===== config.mk =====
export PLATFORM = sky130hd
export DESIGN_NAME = pipe_hazard_ctrl
export DESIGN_NICKNAME = d
export VERILOG_FILES = /design/src/rtl/pipe_hazard_ctrl_pkg.sv /design/src/rtl/fwd_sel.sv /design/src/rtl/pipe_hazard_ctrl.sv
export SDC_FILE = /design/constraint.sdc
export NUM_CORES = 1
export LEC_CHECK = 0
export ABC_AREA = 1
export BUFFER_PORTS_ARGS = -buffer_cell sky130_fd_sc_hd__buf_2
export CAP_MARGIN = 20
export CORE_UTILIZATION = 50
export CTS_CLUSTER_DIAMETER = 200
export DETAILED_ROUTE_END_ITERATION = 8
export PLACE_DENSITY = 0.83
export SLEW_MARGIN = 20
export SYNTH_ARGS = -nofsm -noshare
export SYNTH_HDL_FRONTEND = slang
export SYNTH_SLANG_ARGS = --single-unit

===== constraint.sdc =====
create_clock -name clk -period 3.3 [get_ports clk]
set_input_delay 0.66 -clock clk [delete_from_list [all_inputs] [get_ports clk]]
set_output_delay 0.66 -clock clk [all_outputs]
set_load 0.02 [all_outputs]

===== src/rtl/pipe_hazard_ctrl_pkg.sv =====
// Shared encodings for the pipeline hazard controller: forwarding selects and FSM states.
package pipe_hazard_ctrl_pkg;

  localparam logic [1:0] DEP_RF   = 2'b00;
  localparam logic [1:0] DEP_EALU = 2'b01;
  localparam logic [1:0] DEP_MALU = 2'b10;
  localparam logic [1:0] DEP_MMEM = 2'b11;

  typedef enum logic [1:0] {
    ST_RUN     = 2'b00,
    ST_LDSTALL = 2'b01,
    ST_MEMWAIT = 2'b10
  } state_t;

endpackage


===== src/rtl/fwd_sel.sv =====
// Forwarding select for one D-stage source operand; purely combinational.
module fwd_sel (
  input  logic [4:0] i_src,
  input  logic       i_ewreg,
  input  logic       i_em2reg,
  input  logic [4:0] i_ern,
  input  logic       i_mwreg,
  input  logic       i_mm2reg,
  input  logic [4:0] i_mrn,
  output logic [1:0] o_depen
);
  import pipe_hazard_ctrl_pkg::*;

  // A load in E has no data yet, so it falls through to the M-stage check.
  always_comb begin
    o_depen = DEP_RF;
    if (i_ewreg && !i_em2reg && (i_ern != 5'd0) && (i_ern == i_src)) begin
      o_depen = DEP_EALU;
    end else if (i_mwreg && (i_mrn != 5'd0) && (i_mrn == i_src)) begin
      o_depen = i_mm2reg ? DEP_MMEM : DEP_MALU;
    end
  end

endmodule


===== src/rtl/pipe_hazard_ctrl.sv =====
// Pipeline hazard controller: forwarding selects, load-use/jump/memory-wait stalls, zero-cycle response.
// Optional saturating stall/flush counters are built when PIPE_HAZARD_STATS_EN is defined.
module pipe_hazard_ctrl #(
  parameter int TMO_W = 8,
  parameter int CNT_W = 16
) (
  input  logic             clk,
  input  logic             clr,
  input  logic             d_valid,
  input  logic [4:0]       d_rs,
  input  logic [4:0]       d_rt,
  input  logic             d_use_rs,
  input  logic             d_use_rt,
  input  logic             ewreg,
  input  logic             em2reg,
  input  logic [4:0]       ern,
  input  logic             mwreg,
  input  logic             mm2reg,
  input  logic [4:0]       mrn,
  input  logic             e_jump,
  input  logic             mem_req,
  input  logic             mem_ready,
  output logic [1:0]       da_depen,
  output logic [1:0]       db_depen,
  output logic             wpcir,
  output logic             de_bubble,
  output logic             fd_flush,
  output logic             pipe_hold,
  output logic             mem_timeout
`ifdef PIPE_HAZARD_STATS_EN
  ,
  output logic [CNT_W-1:0] stall_cnt,
  output logic [CNT_W-1:0] flush_cnt
`endif
);
  import pipe_hazard_ctrl_pkg::*;

  state_t           r_state;
  state_t           w_state_nxt;
  logic [TMO_W-1:0] r_wait_cnt;
  logic [TMO_W-1:0] w_cnt_nxt;
  logic             r_mem_timeout;
  logic             w_tmo_set;
  logic             w_load_use;

  fwd_sel u_fwd_rs (
    .i_src(d_rs), .i_ewreg(ewreg), .i_em2reg(em2reg), .i_ern(ern),
    .i_mwreg(mwreg), .i_mm2reg(mm2reg), .i_mrn(mrn), .o_depen(da_depen)
  );

  fwd_sel u_fwd_rt (
    .i_src(d_rt), .i_ewreg(ewreg), .i_em2reg(em2reg), .i_ern(ern),
    .i_mwreg(mwreg), .i_mm2reg(mm2reg), .i_mrn(mrn), .o_depen(db_depen)
  );

  assign w_load_use = d_valid && ewreg && em2reg && (ern != 5'd0) &&
                      ((d_use_rs && (ern == d_rs)) || (d_use_rt && (ern == d_rt)));

  always_ff @(posedge clk) begin
    if (clr) begin
      r_state       <= ST_RUN;
      r_wait_cnt    <= '0;
      r_mem_timeout <= 1'b0;
    end else begin
      r_state       <= w_state_nxt;
      r_wait_cnt    <= w_cnt_nxt;
      r_mem_timeout <= r_mem_timeout | w_tmo_set;
    end
  end

  always_comb begin
    w_state_nxt = r_state;
    w_cnt_nxt   = r_wait_cnt;
    w_tmo_set   = 1'b0;
    wpcir       = 1'b1;
    de_bubble   = 1'b0;
    fd_flush    = 1'b0;
    pipe_hold   = 1'b0;
    case (r_state)
      ST_MEMWAIT: begin
        pipe_hold = 1'b1;
        wpcir     = 1'b0;
        if (mem_ready) begin
          w_state_nxt = ST_RUN;
          w_cnt_nxt   = '0;
        end else if (&r_wait_cnt) begin
          w_tmo_set   = 1'b1;
          w_state_nxt = ST_RUN;
          w_cnt_nxt   = '0;
        end else begin
          w_cnt_nxt = r_wait_cnt + TMO_W'(1);
        end
      end
      // LDSTALL only marks the stall cycle; its response is identical to RUN.
      default: begin
        w_state_nxt = ST_RUN;
        if (mem_req && !mem_ready) begin
          pipe_hold   = 1'b1;
          wpcir       = 1'b0;
          w_state_nxt = ST_MEMWAIT;
        end else if (e_jump) begin
          fd_flush  = 1'b1;
          de_bubble = 1'b1;
        end else if (w_load_use) begin
          wpcir       = 1'b0;
          de_bubble   = 1'b1;
          w_state_nxt = ST_LDSTALL;
        end
      end
    endcase
  end

  assign mem_timeout = r_mem_timeout;

`ifdef PIPE_HAZARD_STATS_EN
  logic [CNT_W-1:0] r_stall_cnt;
  logic [CNT_W-1:0] r_flush_cnt;

  always_ff @(posedge clk) begin
    if (clr) begin
      r_stall_cnt <= '0;
      r_flush_cnt <= '0;
    end else begin
      if (!wpcir && !(&r_stall_cnt)) r_stall_cnt <= r_stall_cnt + CNT_W'(1);
      if (fd_flush && !(&r_flush_cnt)) r_flush_cnt <= r_flush_cnt + CNT_W'(1);
    end
  end

  assign stall_cnt = r_stall_cnt;
  assign flush_cnt = r_flush_cnt;
`endif

endmodule


# ---- Word-level counts from Yosys, hierarchy flattened
# Cells that the tools add are included.
# W data, S select, Z words.
dict set report totals {
  ff_bits 11
  out_inout_bits 9
  elab_cells 60
}
dict set report classes {
  add_sub_neg 1
  eq_ne 6
  mux 29
  bitwise_logic 1
  n_reduce_logical 20
}
# cell n
set op_table {}
lappend op_table {{$eq A5 B5 Y1} 4}
lappend op_table {{$mux W1} 19}
lappend op_table {{$mux W2} 8}
lappend op_table {{$mux W8} 2}
lappend op_table {{$logic_and A1 B1 Y1} 14}
lappend op_table {{$reduce_bool A5 Y1} 2}
lappend op_table {{$add A8 B1 Y8 const B} 1}
lappend op_table {{$reduce_and A8 Y1} 1}
lappend op_table {{$ne A3 B3 Y1 const B} 1}
lappend op_table {{$eq A2 B2 Y1 const B} 1}
lappend op_table {{$logic_not A1 Y1} 2}
lappend op_table {{$logic_or A1 B1 Y1} 1}
lappend op_table {{$or A1 B1 Y1} 1}

# ---- Longest topological paths before layout
dict set report logic_depth {
  word_depth 8
  depth_mapped 9
  ltp_nobuf 9
}

# ---- Modules after synthesis
# From an unflattened synthesis, not the netlist that was laid out.
dict set report hier_totals {
  hier_cells 253
  area_unflattened_um2 1315.0
}
# mod instances cells_each area_each_um2
set by_module_without_submodules {}
lappend by_module_without_submodules {pipe_hazard_ctrl 1 139 847.1}
lappend by_module_without_submodules {fwd_sel 2 57 234.0}

# ---- Worst setup path before layout
# No wires, ideal clock.
dict set report synth_path {
  path_kind {input port to output port}
  from {input port mem_ready}
  to {output port de_bubble}
  arrival_ns 1.471
  required_time_ns 2.640
  slack_ns 1.169
  stages 4
  n_path_buf 0
  path_cell_list {inv_1 nand2_1 nand2_1 o21ai_0}
}
dict set report synth_between {
  elab_chain_cells 4
}
# item line
set synth_rtl {}
lappend synth_rtl {{from (decl)} pipe_hazard_ctrl.sv:22} ;# input logic mem_ready,
lappend synth_rtl {{$logic_not A1 Y1} pipe_hazard_ctrl.sv:97} ;# if (mem_req && !mem_ready) begin
lappend synth_rtl {{$logic_and A1 B1 Y1} pipe_hazard_ctrl.sv:97}
lappend synth_rtl {{$mux W1} pipe_hazard_ctrl.sv:97}
lappend synth_rtl {{$mux W1} pipe_hazard_ctrl.sv:79} ;# case (r_state)
lappend synth_rtl {{to (decl)} pipe_hazard_ctrl.sv:26} ;# output logic de_bubble,
# Every way passes these cells.

# ---- Final worst setup path
dict set report layout_path {
  from {input port ern[0]}
  to {output port wpcir}
}
dict set report layout_between {
  elab_chain_cells 8
}
# item line
set layout_rtl {}
lappend layout_rtl {{from (decl)} pipe_hazard_ctrl.sv:16} ;# input logic [4:0] ern,
lappend layout_rtl {{$eq A5 B5 Y1} pipe_hazard_ctrl.sv:57} ;# ((d_use_rs && (ern == d_rs)) || (d_use_rt && (ern == d_rt)));
lappend layout_rtl {{$logic_and A1 B1 Y1} pipe_hazard_ctrl.sv:57}
lappend layout_rtl {{$logic_or A1 B1 Y1} pipe_hazard_ctrl.sv:57}
lappend layout_rtl {{$logic_and A1 B1 Y1 (*)} pipe_hazard_ctrl.sv:56} ;# assign w_load_use = d_valid && ewreg && em2reg && (ern != 5'd0) &&
lappend layout_rtl {{$mux W1 (*)} pipe_hazard_ctrl.sv:104} ;# end else if (w_load_use) begin
lappend layout_rtl {{$mux W1 (*)} pipe_hazard_ctrl.sv:101} ;# end else if (e_jump) begin
lappend layout_rtl {{$mux W1 (*)} pipe_hazard_ctrl.sv:97}
lappend layout_rtl {{$mux W1 (*)} pipe_hazard_ctrl.sv:79}
lappend layout_rtl {{to (decl)} pipe_hazard_ctrl.sv:25} ;# output logic wpcir,
# Mark *: on every way between the ends. The rest lies on a longest branch, timed or not.

==> impl_results.md <==
- Status: finished, final reports clean
- Max_slew headroom: 84.3%
- Setup Buffers After CTS: 0
- Gr ovfl total: 0
- Flops & latches, synth: 11
- First-pass GRT wire length: 3950 um
- Max_cap viols: 0
- Fin. Hold Viols: 0
- DR WL met2: 1170 um
- Yosys cell types: 26
- Met3 WL: 127 um
- Worst hold path class: reg -> reg
- Synth area leader: dfxtp_1
- Final core utilization: 69.3%
- Residual DRC: 0
- # nets final: 239
- CP Max Fanout: 3
- Uppermost layer routed: met4
- P_leak: 0.625 nW
- Worst slew pin tran: 0.234 ns
- Top FF cell, synth: dfxtp_1
- N_diodes: 0
- GPL Wtd Cong: 0.828
- R2R cell count: 8
- CP required: 2.64 ns
- Area delta synth->final: 25.9%
- Pwr/cell area: 260 mW/mm2
- Clock sinks: 11
- Number of synthesized flops with an enable pin: 0
- Initial core utilization: 55.0%
- CTS max path bufs: 2
- Synth warn: 0
- Critical path class: in -> out
- Die height: 46.3 um
- CP Capture Type: primary output
- Drt first pass iters: 4
- Synth top area share: 22.4%
- CTS Hold Bufs: 0
- Cell Chain, Critical Path: buf_2 -> xor2_1 -> nor2_1 -> nand4_1 -> nand2_1 -> nand3_1 -> nand2_1 -> inv_1 -> buf_2
- Max Fclk: 0.431 GHz
- Final Instance Area: 0.00123 mm2
- I/O pins: 41
- Iter 0 DRT Violations: 14
- Worst r2r src: r_wait_cnt[0]
- Async set-reset flop share out of synthesis: 0%
- Clock latency on the worst-skew pair: 0.27 ns
- Post-Syn Nets: 195
- Syn Std Cell Area: 981 um2
- Die width: 46.3 um
- Initial antenna violation count: 0
- Via Count: 1128
- H-Tree Level Count: 1
- Syn_area_per_cell: 6.06 um2
- Share of post-route cells with drive strength above 1: 29.8%
- Post-CTS sizing: 0
- Crit path time final: 2.32 ns
- R2r setup slk: 1.90 ns
- Die area: 0.00214 mm2
- Core area: 0.00178 mm2
- HPWL after detailed placement: 2020 um
- Clock Skew: 0.00370 ns
- Final Total Pwr: 322 uW
- Wl on met1: 1080 um
- Critical Path AT: 1.66 ns
- CP max stage delay: 0.15 ns
- Post-synthesis sequential area ratio: 22.4%
- Post-route antenna net violation count: 0
- Inserted Clock Buffers: 3
- Num rows: 15
- RSZ-0062 raised after global routing: false
- Post-Place Cell Area: 0.00121 mm2
- Synth area leaders: dfxtp_1, nand2_1, inv_1
- Routed WL per cell: 10.4 um
- Port buffer count: 40
- Total wire length: 2400 um
- Final max-slew violation count: 0
- Endpoints failing setup: 0
- Launch point of the worst path: ern[0]
- Via density: 4.90
- Clock root buffer: clkbuf_4
- CP max stage cell: xor2_1
- Hold path start: mem_timeout
- Setup tns final: 0 ns
- CTS tree: yes
- Peak supply drop: 0.289 mV
- Fin crit share: 70.4%
- WHS: 0.492 ns
- Crit path launch type: input port
- Pin count of the biggest net entering global routing: 11
- Tot GR Track Use: 25.3%
- Clock-pin slew on the worst setup and hold paths: 0.07 ns
- Hold Crit Depth: 2
- Cells after Synth: 162
- Vias in the first global route: 1031
## area by class of cell
type	instances	area (um2)
well taps	25	31.3
multi-input cells	122	652
inverters	28	105
flip-flops and latches	11	220
clock buffers	4	26.3
repair buffers	40	200
fillers	162	548
## layout by cell type, fill, tap and decap left out
cell      netlist  routed
a211oi_1        1       1
a21oi_1         9       9
a21oi_2         1       1
buf_2           0      40
clkbuf_1        1       1
clkbuf_4        0       3
dfxtp_1        11      11
ha_1            1       1
inv_1          22      22
inv_2           6       6
nand2_1        45      45
nand2_2         1       1
nand3_1        10      10
nand3_2         4       4
nand4_1         2       2
nor2_1         18      18
nor2_2          1       1
nor2_4          2       2
nor3_1          2       2
nor3b_2         1       1
o21ai_0         4       4
o21ai_1         1       1
o21ai_2         1       1
o22ai_1         2       2
or2_1           1       1
or2_2           1       1
xnor2_1         8       8
xor2_1          6       6
## sequential cells by signal, indices dropped and copies added, names as in the netlist
| register | flops |
|---|---|
| r_wait_cnt | 8 |
| mem_timeout | 1 |
| r_state | 2 |
## cells in the mapped netlist (2+ instances only)
| cell | n |
|---|---|
| nand2_1 | 45 |
| inv_1 | 22 |
| nor2_1 | 18 |
| dfxtp_1 | 11 |
| nand3_1 | 10 |
| a21oi_1 | 9 |
| xnor2_1 | 8 |
| inv_2 | 6 |
| xor2_1 | 6 |
| nand3_2 | 4 |
| o21ai_0 | 4 |
| nand4_1 | 2 |
| nor2_4 | 2 |
| nor3_1 | 2 |
| o22ai_1 | 2 |
## layer usage
| layer | up-vias | global-route usage [%] |
|---|---|---|
| met5 | - | 0 |
| met4 | 0 | 5.29 |
| met3 | 4 | 8.24 |
| met2 | 34 | 45.4 |
| met1 | 497 | 28.9 |
| li1 | 593 | - |
## worst max-delay path: cells and delay by family
kind                   cells  cell delay, ns
XOR/XNOR                   1            0.15
AND/OR/NAND/NOR            5            0.55
buffers and inverters      3            0.29
## path summary, 6_finish.rpt
kind / endpoint
setup / recovery: wpcir
hold / removal: mem_timeout
setup reg to reg: r_wait_cnt[4]
hold reg to reg: mem_timeout
## where the power goes
group / leakage [nW] / internal, mW / switching [mW]
clock: 0.0150 / 0.0468 / 0.0471
sequential: 0.0888 / 0.134 / 0.000792
combinational: 0.522 / 0.0384 / 0.0545
## stage by stage
stage,setup WS [ns],std cells
after floorplan,1.17,162
after global placement,1.04,226
after detailed placement,0.990,226
after CTS,0.985,230
after global routing,0.804,230
final,0.978,230
## logic make-up after synthesis
kind of cell               count (synthesis)  synth area share, %
AOI/OAI and AO/OA                         19                 11.0
xor gates and xnor gates                  14                 12.5
adders and majority gates                  1                 1.28
buffers and inverters                     29                 11.1
DFF                                       11                 22.4
and+or+nand+nor                           88                 41.7
Note: power is estimated with default switching activity, not from simulation.
